### src/rtl/cpu_fetch_sequencer_pkg.sv
// cpu_fetch_sequencer_pkg: shared opcode match constants, PC mux encodings and types
// for the PIC10-compatible fetch sequencer.
//   state_e    - sequencer FSM states
//   pc_sel_e   - PC mux select encodings
//   decode_t   - branch-decode result bundle
package cpu_fetch_sequencer_pkg;

    typedef enum logic [1:0] {
        ST_FLUSH,
        ST_RUN,
        ST_SLEEP
    } state_e;

    typedef enum logic [1:0] {
        SEL_IMM   = 2'b00,
        SEL_STACK = 2'b01,
        SEL_ALU   = 2'b10,
        SEL_RSVD  = 2'b11
    } pc_sel_e;

    typedef struct packed {
        logic is_goto;
        logic is_call;
        logic is_retlw;
        logic is_skip;
        logic is_sleep;
    } decode_t;

    localparam logic [11:0] NOP       = 12'h000;
    localparam logic [11:0] OP_SLEEP  = 12'h003;
    localparam logic [2:0]  OP_GOTO   = 3'b101;
    localparam logic [3:0]  OP_CALL   = 4'b1001;
    localparam logic [3:0]  OP_RETLW  = 4'b1000;
    localparam logic [3:0]  OP_BTFSC  = 4'b0110;
    localparam logic [3:0]  OP_BTFSS  = 4'b0111;
    localparam logic [5:0]  OP_DECFSZ = 6'b001011;
    localparam logic [5:0]  OP_INCFSZ = 6'b001111;

endpackage

### src/rtl/cpu_fetch_sequencer_if.sv
// cpu_fetch_sequencer_if: handshake bundle between the fetch sequencer and the
// instruction datapath (PC, IR, NOP mux, PC mux, return stack).
//   master - sequencer side: consumes IR/execute status, drives strobes
//   slave  - datapath side: drives IR/execute status, consumes strobes
interface cpu_fetch_sequencer_if;
    logic [11:0] instruction_reg_out;
    logic        skip_condition;
    logic        pcl_write;
    logic        hold;
    logic        wake;
    logic        nop_insert;
    logic        load_instruction;
    logic [1:0]  pc_mux_select;
    logic        load_pc;
    logic        inc_pc;
    logic        inc_stack;
    logic        dec_stack;
    logic        load_stack;
    logic [2:0]  stack_level;
    logic        stack_overflow;
    logic        stack_underflow;
    logic        sleeping;

    modport master (
        input  instruction_reg_out, skip_condition, pcl_write, hold, wake,
        output nop_insert, load_instruction, pc_mux_select, load_pc, inc_pc,
               inc_stack, dec_stack, load_stack, stack_level,
               stack_overflow, stack_underflow, sleeping
    );

    modport slave (
        output instruction_reg_out, skip_condition, pcl_write, hold, wake,
        input  nop_insert, load_instruction, pc_mux_select, load_pc, inc_pc,
               inc_stack, dec_stack, load_stack, stack_level,
               stack_overflow, stack_underflow, sleeping
    );
endinterface

### src/rtl/cpu_fetch_sequencer_branch_decode.sv
// cpu_fetch_sequencer_branch_decode: combinational IR classifier.
//   ir_i  - instruction register contents
//   dec_o - goto/call/retlw/skip/sleep flags
module cpu_fetch_sequencer_branch_decode
    import cpu_fetch_sequencer_pkg::*;
(
    input  logic [11:0] ir_i,
    output decode_t     dec_o
);
    always_comb begin
        dec_o.is_goto  = ir_i[11:9] == OP_GOTO;
        dec_o.is_call  = ir_i[11:8] == OP_CALL;
        dec_o.is_retlw = ir_i[11:8] == OP_RETLW;
        dec_o.is_skip  = ir_i[11:6] == OP_DECFSZ || ir_i[11:6] == OP_INCFSZ ||
                         ir_i[11:8] == OP_BTFSC  || ir_i[11:8] == OP_BTFSS;
        dec_o.is_sleep = ir_i == OP_SLEEP;
    end
endmodule

### src/rtl/cpu_fetch_sequencer.sv
// cpu_fetch_sequencer: fetch/execute control FSM for the PIC10-compatible core.
//   clk, rst - core clock, asynchronous active-high reset
//   ctl      - datapath bundle (master side): IR and execute status in,
//              IR/PC/stack strobes, stack depth, error flags and sleep status out
module cpu_fetch_sequencer
    import cpu_fetch_sequencer_pkg::*;
#(
    parameter int STACK_DEPTH        = 2,
    parameter int RESET_FLUSH_CYCLES = 1
) (
    input  logic                  clk,
    input  logic                  rst,
    cpu_fetch_sequencer_if.master ctl
);
    state_e     state_q, state_d;
    logic [1:0] flush_q, flush_d;
    logic [2:0] level_q, level_d;
    logic       ovf_q, ovf_d, unf_q, unf_d;
    decode_t    dec;
    logic       run, flush, pcl_w, br, sk, sl, full;

    cpu_fetch_sequencer_branch_decode u_decode (
        .ir_i  (ctl.instruction_reg_out),
        .dec_o (dec)
    );

    always_comb begin
        // strobes are gated by rst so nothing fires while reset is held
        run   = state_q == ST_RUN && !ctl.hold && !rst;
        flush = state_q == ST_FLUSH && !ctl.hold && !rst;
        // a PCL write only redirects when the opcode is not already a branch
        pcl_w = ctl.pcl_write && !(dec.is_goto || dec.is_call || dec.is_retlw);
        br    = run && (dec.is_goto || dec.is_call || dec.is_retlw || pcl_w);
        sk    = run && dec.is_skip && ctl.skip_condition && !pcl_w;
        sl    = run && dec.is_sleep && !pcl_w;
        full  = level_q == 3'(STACK_DEPTH);
        ctl.load_instruction = flush || run;
        ctl.nop_insert       = flush || br || sk || sl;
        ctl.load_pc          = br;
        ctl.inc_pc           = run && !br && !sl;
        ctl.pc_mux_select    = !br ? SEL_IMM : dec.is_retlw ? SEL_STACK : pcl_w ? SEL_ALU : SEL_IMM;
        ctl.inc_stack        = run && dec.is_call;
        ctl.load_stack       = run && dec.is_call;
        ctl.dec_stack        = run && dec.is_retlw;
        ctl.stack_level      = level_q;
        ctl.stack_overflow   = ovf_q;
        ctl.stack_underflow  = unf_q;
        ctl.sleeping         = state_q == ST_SLEEP;
        state_d = ctl.hold ? state_q :
                  state_q == ST_FLUSH ? (flush_q <= 2'd1 ? ST_RUN : ST_FLUSH) :
                  state_q == ST_SLEEP ? (ctl.wake ? ST_RUN : ST_SLEEP) :
                  sl ? ST_SLEEP : ST_RUN;
        flush_d = flush ? flush_q - 2'd1 : flush_q;
        // pushes saturate at full depth and pops at zero; the branch itself is still taken
        level_d = ctl.inc_stack && !full ? level_q + 3'd1 :
                  ctl.dec_stack && level_q != 3'd0 ? level_q - 3'd1 : level_q;
        ovf_d   = ovf_q || (ctl.inc_stack && full);
        unf_d   = unf_q || (ctl.dec_stack && level_q == 3'd0);
    end

    always_ff @(posedge clk or posedge rst) begin
        if (rst) begin
            state_q <= ST_FLUSH;
            flush_q <= 2'(RESET_FLUSH_CYCLES);
            level_q <= 3'd0;
            ovf_q   <= 1'b0;
            unf_q   <= 1'b0;
        end else begin
            state_q <= state_d;
            flush_q <= flush_d;
            level_q <= level_d;
            ovf_q   <= ovf_d;
            unf_q   <= unf_d;
        end
    end
endmodule

### src/flat_wrapper.sv
// flat-port wrapper written by rule: the top's interface ports become plain ports
module cpu_fetch_sequencer_flat import cpu_fetch_sequencer_pkg::*;
#(
    parameter int STACK_DEPTH        = 2,
    parameter int RESET_FLUSH_CYCLES = 1
)
  (clk, rst, ctl_instruction_reg_out, ctl_skip_condition, ctl_pcl_write, ctl_hold, ctl_wake, ctl_nop_insert, ctl_load_instruction, ctl_pc_mux_select, ctl_load_pc, ctl_inc_pc, ctl_inc_stack, ctl_dec_stack, ctl_load_stack, ctl_stack_level, ctl_stack_overflow, ctl_stack_underflow, ctl_sleeping);
  cpu_fetch_sequencer_if ctl_i ();
  input  logic clk;
  input  logic rst;
  input wire logic [$bits(ctl_i.instruction_reg_out)-1:0] ctl_instruction_reg_out;
  input wire logic [$bits(ctl_i.skip_condition)-1:0] ctl_skip_condition;
  input wire logic [$bits(ctl_i.pcl_write)-1:0] ctl_pcl_write;
  input wire logic [$bits(ctl_i.hold)-1:0] ctl_hold;
  input wire logic [$bits(ctl_i.wake)-1:0] ctl_wake;
  output wire logic [$bits(ctl_i.nop_insert)-1:0] ctl_nop_insert;
  output wire logic [$bits(ctl_i.load_instruction)-1:0] ctl_load_instruction;
  output wire logic [$bits(ctl_i.pc_mux_select)-1:0] ctl_pc_mux_select;
  output wire logic [$bits(ctl_i.load_pc)-1:0] ctl_load_pc;
  output wire logic [$bits(ctl_i.inc_pc)-1:0] ctl_inc_pc;
  output wire logic [$bits(ctl_i.inc_stack)-1:0] ctl_inc_stack;
  output wire logic [$bits(ctl_i.dec_stack)-1:0] ctl_dec_stack;
  output wire logic [$bits(ctl_i.load_stack)-1:0] ctl_load_stack;
  output wire logic [$bits(ctl_i.stack_level)-1:0] ctl_stack_level;
  output wire logic [$bits(ctl_i.stack_overflow)-1:0] ctl_stack_overflow;
  output wire logic [$bits(ctl_i.stack_underflow)-1:0] ctl_stack_underflow;
  output wire logic [$bits(ctl_i.sleeping)-1:0] ctl_sleeping;
  assign ctl_i.instruction_reg_out = ctl_instruction_reg_out;
  assign ctl_i.skip_condition = ctl_skip_condition;
  assign ctl_i.pcl_write = ctl_pcl_write;
  assign ctl_i.hold = ctl_hold;
  assign ctl_i.wake = ctl_wake;
  assign ctl_nop_insert = ctl_i.nop_insert;
  assign ctl_load_instruction = ctl_i.load_instruction;
  assign ctl_pc_mux_select = ctl_i.pc_mux_select;
  assign ctl_load_pc = ctl_i.load_pc;
  assign ctl_inc_pc = ctl_i.inc_pc;
  assign ctl_inc_stack = ctl_i.inc_stack;
  assign ctl_dec_stack = ctl_i.dec_stack;
  assign ctl_load_stack = ctl_i.load_stack;
  assign ctl_stack_level = ctl_i.stack_level;
  assign ctl_stack_overflow = ctl_i.stack_overflow;
  assign ctl_stack_underflow = ctl_i.stack_underflow;
  assign ctl_sleeping = ctl_i.sleeping;
  cpu_fetch_sequencer #(.STACK_DEPTH(STACK_DEPTH), .RESET_FLUSH_CYCLES(RESET_FLUSH_CYCLES)) u_core (.clk(clk), .rst(rst), .ctl(ctl_i));
endmodule
### config.mk
export PLATFORM = sky130hd
export DESIGN_NAME = cpu_fetch_sequencer_flat
export DESIGN_NICKNAME = d
export VERILOG_FILES = /design/src/rtl/cpu_fetch_sequencer_pkg.sv /design/src/rtl/cpu_fetch_sequencer_if.sv /design/src/rtl/cpu_fetch_sequencer_branch_decode.sv /design/src/rtl/cpu_fetch_sequencer.sv /design/src/flat_wrapper.sv
export SDC_FILE = /design/constraint.sdc
export NUM_CORES = 1
export LEC_CHECK = 0
export CORE_MARGIN = 3
export CORE_UTILIZATION = 35
export DETAILED_ROUTE_END_ITERATION = 6
export PLACE_DENSITY = 0.83
export SLEW_MARGIN = 15
export SYNTH_ARGS = -nofsm -noshare
export SYNTH_HDL_FRONTEND = slang
export SYNTH_SLANG_ARGS = --single-unit
### constraint.sdc
create_clock -name clk -period 4.8 [get_ports clk]
set_input_delay 0.72 -clock clk [delete_from_list [all_inputs] [get_ports clk]]
set_output_delay 0.72 -clock clk [all_outputs]
set_load 0.1 [all_outputs]
==> run_results.csv, run 1 <==
group,metric,value,unit
grt,grt_overflow,0,
hold_path,whs_path_depth,1,
critical_path,end_kind,"primary output",
pwr,pwr-share-seq,30.6,%
synthesis,synthesis.nets,94,
clocking,clk_pin_slew,60,ps
clocking,post_cts.repair.setup_buffers,0,
critical_path,r2r_slack,1980,ps
finish,num_antenna_cells,0,
finish,syn_to_final_growth,50.0,%
timing,rsz0062_at_grt,"no",
pwr,p_sw,0.186,mW
floorplan,core_area,1760,sq um
pwr,finalPower,0.377,mW
grt,antenna_found_initial,0,
critical_path,critical_path_class,"input pin to primary output",
floorplan,start_util,38.0,%
clocking,cts_buffers,3,
clocking,clk_latency,260,ps
pwr,p_sw_share,49.3,%
pwr,leakage,0.430,nW
pwr,comb_power_share,53.9,%
detailed_routing,vias,661,
clocking,clock_path_buffers,2,
critical_path,cp-start-kind,"input pin",
detailed_routing,routed_wl,1640,um
synthesis,netlist_area,671,sq um
pwr,vdd_ir_drop_max,242,uV
hold_path,hp-class,"flop to flop",
hold_path,worstHoldEndpoint,"u_core.ctl.stack_overflow",
synthesis,synth-edff-count,0,
timing,slew_violations,0,
clocking,cts_max_level,1,
detailed_routing,ant_nets,0,
floorplan,dieWidth,49.8,um
grt,grt_pass1_wl,2870,um
timing,worst_pin_slew,975,ps
timing,setup_slack,1090,ps
grt,grt_pass1_vias,655,
pwr,power_density,375,nW/um^2
clocking,cts-resized-gates,0,
placement,port_buffers,32,
grt,grt_max_degree,10,
synthesis,syn_inst,74,
pwr,p_int,0.191,mW
floorplan,pin_count,33,
critical_path,max_stage_delay,960,ps
clocking,cts_hold_buffers,0,
finish,drive_gt1_share,19.6,%
clocking,cts_num_sinks,9,
floorplan,die-area,2480,sq um
critical_path,cp.buffers_inverters,2,
timing,report.final.setup_viol,0,
floorplan,die_y,49.8,um
detailed_routing,dr.first_iter.drc_count,6,
critical_path,cpMostUsedCell,"clkdlybuf4s50_1",
synthesis,syn_area_per_cell,9.06,sq um
critical_path,cp_data_arrival_time,2990,ps
detailed_routing,wl_per_cell,12.4,um
detailed_routing,post-route-drc-count,0,
timing,hold_viol,0,
synthesis,synth_area_leaders,"dfrtp_1, nor3_1, dfstp_2, xor2_1, buf_6",
synthesis,synth-main-ff-cell,"dfrtp_1",
hold_path,hp-start,"u_core.ctl.stack_overflow",
run,maxCapViolCount,0,
finish,fin_nets,128,
placement,hpwl,1330,um
synthesis,synth_top_cell_area_share,29.9,%
critical_path,cpLargestDelayFamily,"buffers and inverters",
placement,gp_routability_congestion,0.741,
timing,clock.fmax,270,MHz
synthesis,yosysUniqueCellTypes,38,
critical_path,crit_slowest_cell,"clkdlybuf4s50_1",
synthesis,yosysTopAreaCell,"dfrtp_1",
finish,fillers,185,
placement,preCtsSetupSlack,1110,ps
timing,post-route-period-util,77.2,%
synthesis,ys_seq_elements,9,
critical_path,r2r-start,"u_core.state_q[1]",
critical_path,cp_cell_sequence,"clkdlybuf4s50_1, nor4b_1, nand3_1, and3_1, clkdlybuf4s50_1",
critical_path,r2r_cells,7,
status,status,"complete, no violations",
timing,fin_skew,1.84,ps
finish,final_area,1010,sq um
pwr,power_frac_clock,15.5,%
finish,utilization,57.0,%
synthesis,yosysSeqAreaShare,33.8,%
synthesis,async_reset_ff_share,100,%
critical_path,reg2reg_to,"u_core.ctl.stack_level[1]",
grt,grt_usage,14.8,%
critical_path,required,4080,ps
timing,fin_crit,3710,ps
floorplan,fp-row-count,15,
clocking,cts_tree,"yes",
detailed_routing,drtPass1Iterations,4,
clocking,clockRootBuffer,"clkbuf_4",
placement,placed_area,980,sq um
critical_path,crit_fanout,8,
synthesis,yosysWarnings,0,
detailed_routing,vias_per_cell,5.01,
timing,fin_setup_tns,0,ps
timing,maxSlewHeadroom,34.8,%
[sequential cells by signal (all words and copies together), names as in the netlist]
signal                      cells
u_core.state_q                  2
u_core.flush_q                  2
u_core.ctl.stack_level          3
u_core.ctl.stack_underflow      1
u_core.ctl.stack_overflow       1
[cell usage after synthesis (2+ instances only)]
library cell and count:
dfrtp_1 8, nor4_1 2, buf_6 2, and3_1 2, a21oi_1 2, nor2_1 6, a21o_1 2, inv_1 4
o21ai_0 2, nor4b_1 2, nand2_1 6, xor2_1 3, nor2_4 2, nor3_1 7
[placed cells by master (no fill, tap or decap), drive strengths merged, types with 2 or more instances in the layout]
| cell type | Yosys | layout |
|---|---|---|
| nand2 | 6 | 6 |
| nor4b | 2 | 2 |
| clkdlybuf4s50 | 0 | 25 |
| clkbuf | 0 | 4 |
| and3 | 2 | 2 |
| buf | 3 | 7 |
| inv | 4 | 4 |
| a21o | 2 | 2 |
| nor4 | 2 | 2 |
| xor2 | 3 | 3 |
| dfrtp | 8 | 8 |
| nor3 | 8 | 8 |
| and2 | 2 | 2 |
| a21oi | 2 | 2 |
| nor2 | 8 | 8 |
| o21ai | 3 | 3 |
[cell families (layout without fill, tap and decap cells)]
| group | after synthesis | in the layout | synth area share (%) |
|---|---|---|---|
| xor+xnor | 3 | 3 | 3.92 |
| compound gates | 15 | 15 | 16.2 |
| flops | 9 | 9 | 33.8 |
| simple gates | 38 | 38 | 34.5 |
| fa+ha+maj | 2 | 2 | 4.85 |
| buf+inv | 7 | 40 | 6.72 |
[power by group through the flow]
stage	combinational (mW)	clock, mW	sequential [mW]
detailed placement	0.203	0	0.116
floorplan	0.0800	0	0.186
CTS	0.204	0.0612	0.115
global route	0.215	0.0650	0.120
finish	0.203	0.0586	0.115
global placement	0.201	0	0.116
[routing by layer]
metal | part of all wire, % | wire (um) | track usage [%]
met2 | 48 | 780 | 25.6
met1 | 44 | 725 | 16.9
met3 | 6.9 | 113 | 4.53
met5 | 0 | 0 | 0
met4 | 1.0 | 17 | 5.53
[per-stage QoR]
step / hold slack, ps / instances
3_5_place_dp: 454 / 128
5_1_grt: 507 / 132
6_report: 467 / 132
3_3_place_gp: 446 / 128
4_1_cts: 468 / 132
2_1_floorplan: 508 / 74
[area by class of cell]
class	count	area [sq um]	share of cell area, %
well taps	25	31.3	3.11
inverters	4	15.0	1.49
flip-flops and latches	9	226	22.5
clock buffers	4	26.3	2.61
multi-input cells	58	404	40.2
repair buffers	32	303	30.1
[how the worst max path moves through the flow]
| stage | start | endpoint | slack (ps) | cells after the start |
|---|---|---|---|---|
| final | ctl_instruction_reg_out[8] | ctl_inc_pc | 1090 | 5 |
| after global routing | ctl_instruction_reg_out[8] | ctl_inc_pc | 990 | 5 |
| after CTS | ctl_instruction_reg_out[8] | ctl_inc_pc | 1100 | 5 |
| after detailed placement | ctl_instruction_reg_out[8] | ctl_inc_pc | 1110 | 5 |
| after global placement | ctl_instruction_reg_out[8] | ctl_inc_pc | 1130 | 5 |
| after floorplan | ctl_hold | ctl_pc_mux_select[1] | 1000 | 3 |
Power figures use the tool's default switching activity.
==> run 2, diff against run 1 <==
Settings changed: PLACE_DENSITY 0.83 to 0.86.
Clock period 4.8 ns to 3.4 ns, I/O delays scaled along.
==> run 2 against run 1 <==
Net effect: via count is 2.6% higher; cell count is 1.5% higher; die area stayed put; global-route usage is 0.58 points higher; combinational power is 44% higher; largest cell class unchanged; largest power group unchanged.
==> run_results.csv, run 2 (synthesized netlist as in run 1, its figures left out) <==
group,metric,value,unit
clocking,clk_latency,260,ps
floorplan,core_area,1760,sq um
pwr,vdd_ir_drop_max,373,uV
detailed_routing,vias_per_cell,5.06,
timing,worst_pin_slew,974,ps
placement,placed_area,1040,sq um
grt,antenna_found_initial,0,
grt,grt_max_degree,10,
clocking,clock_path_buffers,2,
timing,fin_skew,2.92,ps
clocking,clockRootBuffer,"clkbuf_4",
critical_path,r2r_slack,790,ps
floorplan,dieWidth,49.8,um
clocking,cts-resized-gates,0,
detailed_routing,ant_nets,0,
finish,syn_to_final_growth,59.7,%
finish,num_antenna_cells,0,
grt,grt_pass1_vias,681,
detailed_routing,vias,678,
critical_path,cp_data_arrival_time,2600,ps
critical_path,cp-start-kind,"input pin",
grt,grt_pass1_wl,2920,um
floorplan,die_y,49.8,um
clocking,cts_max_level,1,
hold_path,worstHoldEndpoint,"u_core.ctl.stack_underflow",
finish,final_common_cell,"clkdlybuf4s50_1",
pwr,leakage,0.463,nW
clocking,cts_hold_buffers,0,
finish,largest_reg_flops,3,
floorplan,fp-row-count,15,
placement,gp_routability_congestion,0.820,
critical_path,crit_fanout,8,
grt,grt_usage,15.4,%
timing,post-route-period-util,91.4,%
finish,final_area,1070,sq um
hold_path,hp-class,"flop to flop",
hold_path,hp-start,"u_core.ctl.stack_underflow",
critical_path,r2r-start,"u_core.state_q[1]",
detailed_routing,routed_wl,1700,um
timing,fin_setup_tns,0,ps
critical_path,r2r_cells,8,
timing,report.final.setup_viol,0,
detailed_routing,post-route-drc-count,0,
critical_path,required,2890,ps
placement,placedCellCount,130,
placement,hpwl,1400,um
timing,maxSlewHeadroom,34.8,%
timing,slew_violations,0,
finish,final_cell_mix,"clkdlybuf4s50_1, buf_4, dfrtp_1",
clocking,cts_buffers,3,
critical_path,cp_cell_sequence,"clkdlybuf4s50_1, or4b_4, or3_1, buf_4, nor2_1, buf_12",
clocking,cts_tree,"yes",
critical_path,critical_path_class,"input pin to primary output",
critical_path,reg2reg_to,"u_core.ctl.stack_level[2]",
finish,fin_nets,130,
floorplan,start_util,38.0,%
floorplan,die-area,2480,sq um
detailed_routing,wl_per_cell,12.7,um
hold_path,whs_path_depth,1,
clocking,clk_pin_slew,60,ps
timing,hold_viol,0,
floorplan,pin_count,33,
detailed_routing,dr.first_iter.drc_count,15,
clocking,cts_num_sinks,9,
critical_path,end_kind,"primary output",
critical_path,crit_slowest_cell,"or4b_4",
status,status,"complete, no violations",
placement,port_buffers,32,
finish,fin_cells,134,
run,maxCapViolCount,0,
timing,fin_crit,3110,ps
finish,utilization,60.7,%
pwr,power_density,502,nW/um^2
critical_path,max_stage_delay,590,ps
timing,clock.fmax,322,MHz
grt,grt_overflow,0,
detailed_routing,drtPass1Iterations,4,
clocking,post_cts.repair.setup_buffers,0,
timing,rsz0062_at_grt,"no",
finish,drive_gt1_share,25.7,%
run 2: cell count changes in the layout (fill, tap and decap cells not counted):
cell / before / now
buf_12: 0 / 5
clkdlybuf4s50_1: 25 / 20
buf_4: 7 / 9
run 2: worst max-delay path by stage:
stage,startpoint,to,slack [ps],depth (start not counted)
after floorplan,ctl_hold,ctl_pc_mux_select[1],20,3
final,ctl_hold,ctl_dec_stack,290,6
after global routing,ctl_hold,ctl_dec_stack,220,6
after CTS,ctl_hold,ctl_dec_stack,280,6
after global placement,ctl_hold,u_core.ctl.stack_level[1],300,8
after detailed placement,ctl_hold,u_core.ctl.stack_level[2],180,9
run 2: power by group:
group	total (mW)	switching, mW	internal [mW]	leakage, nW
clock	0.0824	0.0371	0.0452	0.0150
sequential	0.163	0.0297	0.134	0.111
combinational	0.292	0.199	0.0929	0.337
run 2: final cells by class:
| class | instances | area [sq um] |
|---|---|---|
| Clock buffer | 4 | 26.3 |
| Fill cell | 148 | 693 |
| Multi-Input combinational cell | 58 | 404 |
| Timing Repair Buffer | 34 | 368 |
| Inverter | 4 | 15.0 |
| Tap cell | 25 | 31.3 |
| Sequential cell | 9 | 226 |
run 2: worst max-delay path, delay by kind of cell:
kind	cells	cell delay [ps]
simple gates	3	1190
buf+inv	3	900
run 2: routing by layer:
metal,routed length (um),GRT usage (%)
met1,678,14.9
met2,841,26.9
met3,135,4.53
met4,47,12.0
met5,0,0
run 2: through the flow:
stage	power (mW)	worst slack, ps	hold slack (ps)
final	0.537	294	462
after global routing	0.572	217	491
after CTS	0.543	284	467
after detailed placement	0.458	176	447
after global placement	0.447	296	447
after floorplan	0.376	15.8	337
==> run 3, diff against run 2 <==
Settings changed: CTS_CLUSTER_SIZE set to 10.
==> results of run 3 <==
Final layout, timing and power as in run 2 (identical DEF).
